$ cat config.mk
export PLATFORM = sky130hd
export DESIGN_NAME = clk_div_prog
export DESIGN_NICKNAME = d
export VERILOG_FILES = /design/src/rtl/clk_div_prog.sv
export SDC_FILE = /design/constraint.sdc
export NUM_CORES = 1
export LEC_CHECK = 0
export BUFFER_PORTS_ARGS = -buffer_cell sky130_fd_sc_hd__buf_2
export CAP_MARGIN = 20
export CELL_PAD_IN_SITES_DETAIL_PLACEMENT = 0
export CELL_PAD_IN_SITES_GLOBAL_PLACEMENT = 1
export CORE_MARGIN = 8
export CORE_UTILIZATION = 35
export DETAILED_ROUTE_END_ITERATION = 16
export PLACE_DENSITY = 0.68
export RECOVER_POWER = 25
export SKIP_CTS_REPAIR_TIMING = 1
export SLEW_MARGIN = 5
export SYNTH_ARGS = -nofsm -noshare
export SYNTH_HDL_FRONTEND = slang
export SYNTH_SLANG_ARGS = --single-unit
export TNS_END_PERCENT = 30
$ cat constraint.sdc
create_clock -name clk -period 4.7 [get_ports clk]
set_input_delay 0.705 -clock clk [delete_from_list [all_inputs] [get_ports clk]]
set_output_delay 0.705 -clock clk [all_outputs]
set_load 0.01 [all_outputs]
$ cat src/rtl/clk_div_prog.sv
`default_nettype none
// +---------------------------------------------------------------------------+
// | clk_div_prog : runtime-programmable 50%-duty integer clock divider        |
// | Revision 1.0                                                              |
// +---------------------------------------------------------------------------+
module clk_div_prog #(
  parameter int WIDTH       = 8,
  parameter int DEFAULT_DIV = 5
) (
  input  logic             clk,
  input  logic             reset,
  input  logic             en,
  input  logic [WIDTH-1:0] div_in,
  input  logic             div_load,
  output logic             clk_out,
  output logic             tick,
  output logic [WIDTH-1:0] div_active,
  output logic             div_err
);

  localparam logic [WIDTH-1:0] ONE       = WIDTH'(1);
  localparam logic [WIDTH:0]   ONE_X     = (WIDTH+1)'(1);
  localparam logic [WIDTH-1:0] DEFAULT_Q = WIDTH'(DEFAULT_DIV);

  if ((DEFAULT_DIV < 1) || (longint'(DEFAULT_DIV) > ((longint'(1) << WIDTH) - 1))) begin : g_bad_default
    $error("clk_div_prog: DEFAULT_DIV outside 1..2^WIDTH-1");
  end

  logic [WIDTH-1:0] div_q;
  logic [WIDTH-1:0] cnt;
  logic [WIDTH-1:0] pend;
  logic             pend_vld;
  logic             pos_q;
  logic             neg_q;

  logic             load_ok;
  logic             boundary;
  logic [WIDTH-1:0] next_div;
  logic [WIDTH-1:0] next_cnt;
  logic [WIDTH:0]   half;

  // At a boundary the new period is shaped with the incoming divisor.
  always_comb begin
    load_ok  = div_load && (div_in != '0);
    boundary = (cnt == (div_q - ONE));
    next_div = load_ok ? div_in : (pend_vld ? pend : div_q);
    if (boundary) begin
      next_cnt = '0;
      half     = ({1'b0, next_div} + ONE_X) >> 1;
    end else begin
      next_cnt = cnt + ONE;
      half     = ({1'b0, div_q} + ONE_X) >> 1;
    end
  end

  always_ff @(posedge clk) begin
    if (reset) begin
      div_q    <= DEFAULT_Q;
      cnt      <= DEFAULT_Q - ONE;
      pend     <= '0;
      pend_vld <= 1'b0;
      pos_q    <= 1'b0;
      tick     <= 1'b0;
      div_err  <= 1'b0;
    end else begin
      div_err <= div_load && (div_in == '0);
      if (!en) begin
        // Parked one step before a boundary so re-enable starts a fresh period.
        div_q    <= next_div;
        cnt      <= next_div - ONE;
        pend_vld <= 1'b0;
        pos_q    <= 1'b0;
        tick     <= 1'b0;
      end else if (boundary) begin
        div_q    <= next_div;
        cnt      <= '0;
        pend_vld <= 1'b0;
        pos_q    <= ({1'b0, next_cnt} < half);
        tick     <= 1'b1;
      end else begin
        cnt   <= next_cnt;
        pos_q <= ({1'b0, next_cnt} < half);
        tick  <= 1'b0;
        if (load_ok) begin
          pend     <= div_in;
          pend_vld <= 1'b1;
        end
      end
    end
  end

  // Half-cycle retime that trims odd-ratio high time to D/2 cycles.
  always_ff @(negedge clk) begin
    if (reset) begin
      neg_q <= 1'b0;
    end else begin
      neg_q <= pos_q;
    end
  end

  always_comb begin
    if (en && (div_q == ONE)) begin
      clk_out = clk;
    end else if (div_q[0]) begin
      clk_out = pos_q & neg_q;
    end else begin
      clk_out = pos_q;
    end
  end

  assign div_active = div_q;

endmodule
`default_nettype wire
Word-level counts from Yosys, hierarchy flattened

Index checks and enable logic that the tools add are counted.

Register bits after elaboration: 29
Bits of input ports: 12
Logic and storage cells: 39
Output and inout port bits: 11

Muxes and demuxes: 11
Equality and inequality tests: 3
Reduce and logical (&&, ||, !) cells: 8
Bitwise gates (word level): 3
Add/subtract/negate cells: 5
$lt $le $gt $ge: 1

Operators by type and width:

| operator                                                            | count |
|---|---|
| 8-bit 2-to-1 mux                                                    | 8 |
| 8-bit by 1-bit adder with 9-bit output (second input constant)      | 2 |
| 8-bit by 1-bit subtractor with 8-bit output (second input constant) | 2 |
| 8-bit by 1-bit adder with 8-bit output (second input constant)      | 1 |
| 8-bit by 1-bit == test with 1-bit output (second input constant)    | 1 |
| 8-bit == test                                                       | 1 |
| 8-bit logical NOT                                                   | 1 |
| 8-bit < comparator                                                  | 1 |
| 8-bit nonzero test                                                  | 1 |
| 1-bit logical AND                                                   | 3 |
| 1-bit 2-to-1 mux                                                    | 3 |
| 3-bit AND reduction                                                 | 1 |
| 3-bit OR reduction                                                  | 1 |
| 2-bit by 1-bit != test with 1-bit output (second input constant)    | 1 |
| 1-bit NOT                                                           | 2 |
| 2-bit OR reduction                                                  | 1 |
| 1-bit AND                                                           | 1 |

Depth between registers and ports, before layout

Depth after elaboration: 6
Depth in mapped cells: 22
Mapped depth without buffers: 19

==> metrics.md <==
| Metric | Value |
|---|---|
| Status | complete, no violations |
| CP Cell Sequence | o21ai_0 -> mux2i_1 -> buf_2 |
| Post-Layout Cell Count | 429 |
| Worst skew pair latency | 0.35 ns |
| Hold WC Path Type | reg -> reg |
| Global-route wire length before repair | 12900 µm |
| FFs w/ async S/R, synth | 0% |
| Placed cell area | 0.00265 mm² |
| Clock Skew | 0.0546 ns |
| Final setup TNS | 0 ns |
| R2R Path End | pos_q |
| Wirelength, routed | 7680 µm |
| I/O Buffers | 22 |
| RSZ-0062 raised after global routing | no |
| Static Leak | 1.05 nW |
| Initial drt markers | 171 |
| CTS tree | done |
| Synth Flop Type | dfxtp_1 |
| Layout Cell Area excl Fill | 0.00271 mm² |
| Die area | 0.00994 mm² |
| Final layout net count | 356 |
| Diodes inserted | 0 |
| Min-delay src | pend[7] |
| Synth Warn # | 0 |
| Clock Tree Root | clkbuf_8 |
| Ports | 23 |
| Max Buffers Root-to-Sink | 2 |
| Die H | 99.7 µm |
| Layout cells sized above 1 | 12.9% |
| Synth top area cells | dfxtp_1 24%, mux2i_1 6.5%, ha_1 6.1% |
| GP Congestion | 0.884 |
| Vias per cell | 5.46 |
| All-Layer GR Usage | 16.5% |
| Post-synth EDFFs | 0 |
| Worst hold endpoint | pend[7] |
| Maxcap violations | 0 |
| Largest net degree at the start of global routing | 33 |
| Power per cell area | 305 mW/mm² |
| CP max stage cell | dfxtp_1 |
| Cell taking the most area after synthesis | dfxtp_1 |
| Max-slew violations | 0 |
| Drt drc | 0 |
| Kind of critical path | reg -> out |
| HPWL after DPL | 5690 µm |
| Slew margin rel. | 42.4% |
| Via Count | 2341 |
| Vias in the first global route | 2357 |
| Slowest Stage Delay on Critical Path | 0.29 ns |
| Post-Syn Area | 0.00245 mm² |
| CP max FO | 1 |
| Cell variety after synth | 49 |
| CP startpoint kind | flop |
| Reg2reg path depth | 18 |
| Synth top area share | 23.7% |
| Slew of the pin with the lowest slew margin | 0.865 ns |
| Global route overflow | 0 |
| H-tree depth | 2 |
| First drt pass iteration count | 5 |
| Worst VDD drop | 0.000165 V |
| Yosys reg bits | 29 |
| Rows | 30 |
| Routed len/inst | 17.9 µm |
| Placed Cells incl. Taps | 420 |
| Syn-to-layout area delta | 10.4% |
| Mapped Cells | 315 |
| Core Area | 0.00679 mm² |
| Worst R2R Start | div_active[0] |
| FF-to-FF setup slack | 0.90 ns |
| FILL cells | 738 |
| Final setup viols | 0 |
| Initial Utilization | 36.1% |
| Final Hold Viols | 0 |
| CTS Buf Count | 5 |
| Sequential fraction of the synthesis area | 23.7% |
| Syn Nets | 339 |
| Worst Setup End Kind | output port |
| Hold path cells | 2 |
| Antenna violations before repair | 0 |
| CP Data Arrival Time | 3.35 ns |
| Die width | 99.7 µm |
| Routed Antenna Nets | 0 |
| Clock transition at path regs | 0.07 ns |
| Syn_area_per_cell | 7.78 µm² |
| CP required | 3.99 ns |
==> final cells by class <==
type / instances / area (µm²) / area share [%]
Clock buffer: 6 / 73.8 / 2.73
Timing Repair Buffer: 30 / 149 / 5.50
Inverter: 10 / 37.5 / 1.39
Clock inverter: 5 / 22.5 / 0.832
Sequential cell: 29 / 581 / 21.5
Tap cell: 96 / 120 / 4.44
Multi-Input combinational cell: 253 / 1720 / 63.7
==> layer usage <==
layer  global-route usage, %  vias up  part of all wire (%)
li1                        -     1153                     -
met1                    21.8     1110                    48
met2                    25.9       67                    44
met3                    2.93       11                   6.2
met4                    6.17        0                   1.7
met5                       0        -                     0
==> registers in the layout, summed over array words and instances, names as in the netlist <==
name	cells
cnt	8
div_active	8
pend	8
div_err	1
neg_q	1
pend_vld	1
pos_q	1
tick	1
==> power by group <==
group          total [mW]  switching, mW  internal [mW]
clock network       0.218          0.114          0.104
registers           0.295         0.0282          0.267
logic               0.311          0.187          0.124
==> critical path, delay by kind of cell, from the launching register on <==
kind            cells  cell delay, ns
buf+inv             1            0.14
compound gates      1            0.13
flops               1            0.29
mux                 1            0.09
==> per-stage QoR <==
step                setup WS, ns  hold slack (ns)  util (%)  power (mW)
CTS                        0.640            0.480      40.2       0.832
global route               0.417            0.501      39.8       0.880
detailed placement         0.618            0.471      39.0       0.622
global placement           0.730            0.462      39.0       0.622
finish                     0.648            0.474      39.8       0.824
floorplan                  0.526            0.444         -       0.536
==> Yosys cell counts, types with 3 or more instances <==
| cell | instances |
|---|---|
| buf_2 | 7 |
| nand4_1 | 4 |
| o211a_1 | 3 |
| clkbuf_1 | 12 |
| ha_1 | 12 |
| nand4b_1 | 6 |
| o21ai_0 | 19 |
| nand2_1 | 30 |
| nor2b_1 | 4 |
| dfxtp_1 | 29 |
| nor3_1 | 9 |
| nand3_1 | 15 |
| mux2_2 | 6 |
| nor2_1 | 31 |
| xor2_1 | 14 |
| o211ai_1 | 4 |
| a21oi_1 | 22 |
| xnor2_1 | 17 |
| mux2i_1 | 16 |
| nor4_1 | 3 |
| o21a_1 | 3 |
| o21ai_1 | 5 |
| inv_1 | 11 |
| and3_1 | 4 |
==> cell usage in the layout, fill, tap and decap left out, types with 2 or more instances in the layout <==
master	Yosys	final
clkinvlp_2	0	3
mux2i_1	16	16
clkbuf_1	12	9
and3_1	4	4
clkbuf_8	0	5
nand3_1	15	15
nor4_1	3	3
ha_1	12	12
o21ai_0	19	19
xnor2_1	17	17
o211a_1	3	3
nand4_1	4	4
buf_2	7	18
o32ai_1	2	2
nand4b_1	6	6
o31ai_4	2	2
o31a_1	2	2
nor2_1	31	31
xor2_1	14	14
nand2_1	30	30
mux2_2	6	6
nor2b_1	4	4
nor3_1	9	9
o211ai_1	4	4
a21oi_1	22	22
o21ai_1	5	5
and4_1	2	2
dfxtp_1	29	29
o21a_1	3	3
buf_4	1	4
inv_1	11	12
==> worst max path at each step <==
stage / start / to / slack [ns] / cells after the start
after floorplan: div_active[1] / pos_q / 0.53 / 21
after global placement: div_in[0] / pos_q / 0.73 / 16
after detailed placement: div_in[0] / pos_q / 0.62 / 16
after CTS: neg_q / clk_out / 0.64 / 3
after global routing: div_in[0] / pos_q / 0.42 / 17
final: neg_q / clk_out / 0.65 / 3
==> kinds of logic (layout without fill, tap and decap cells) <==
| kind of cell | after synthesis | count (layout) | share of synthesized area (%) |
|---|---|---|---|
| buffers and inverters | 33 | 51 | 5.87 |
| adders and majority gates | 12 | 12 | 6.13 |
| AOI/OAI and AO/OA | 73 | 73 | 19.6 |
| muxes | 22 | 22 | 9.29 |
| and+or+nand+nor | 115 | 115 | 24.3 |
| xor gates and xnor gates | 31 | 31 | 11.1 |
| DFF | 29 | 29 | 23.7 |
No activity file was read; power rests on OpenSTA's default activity.
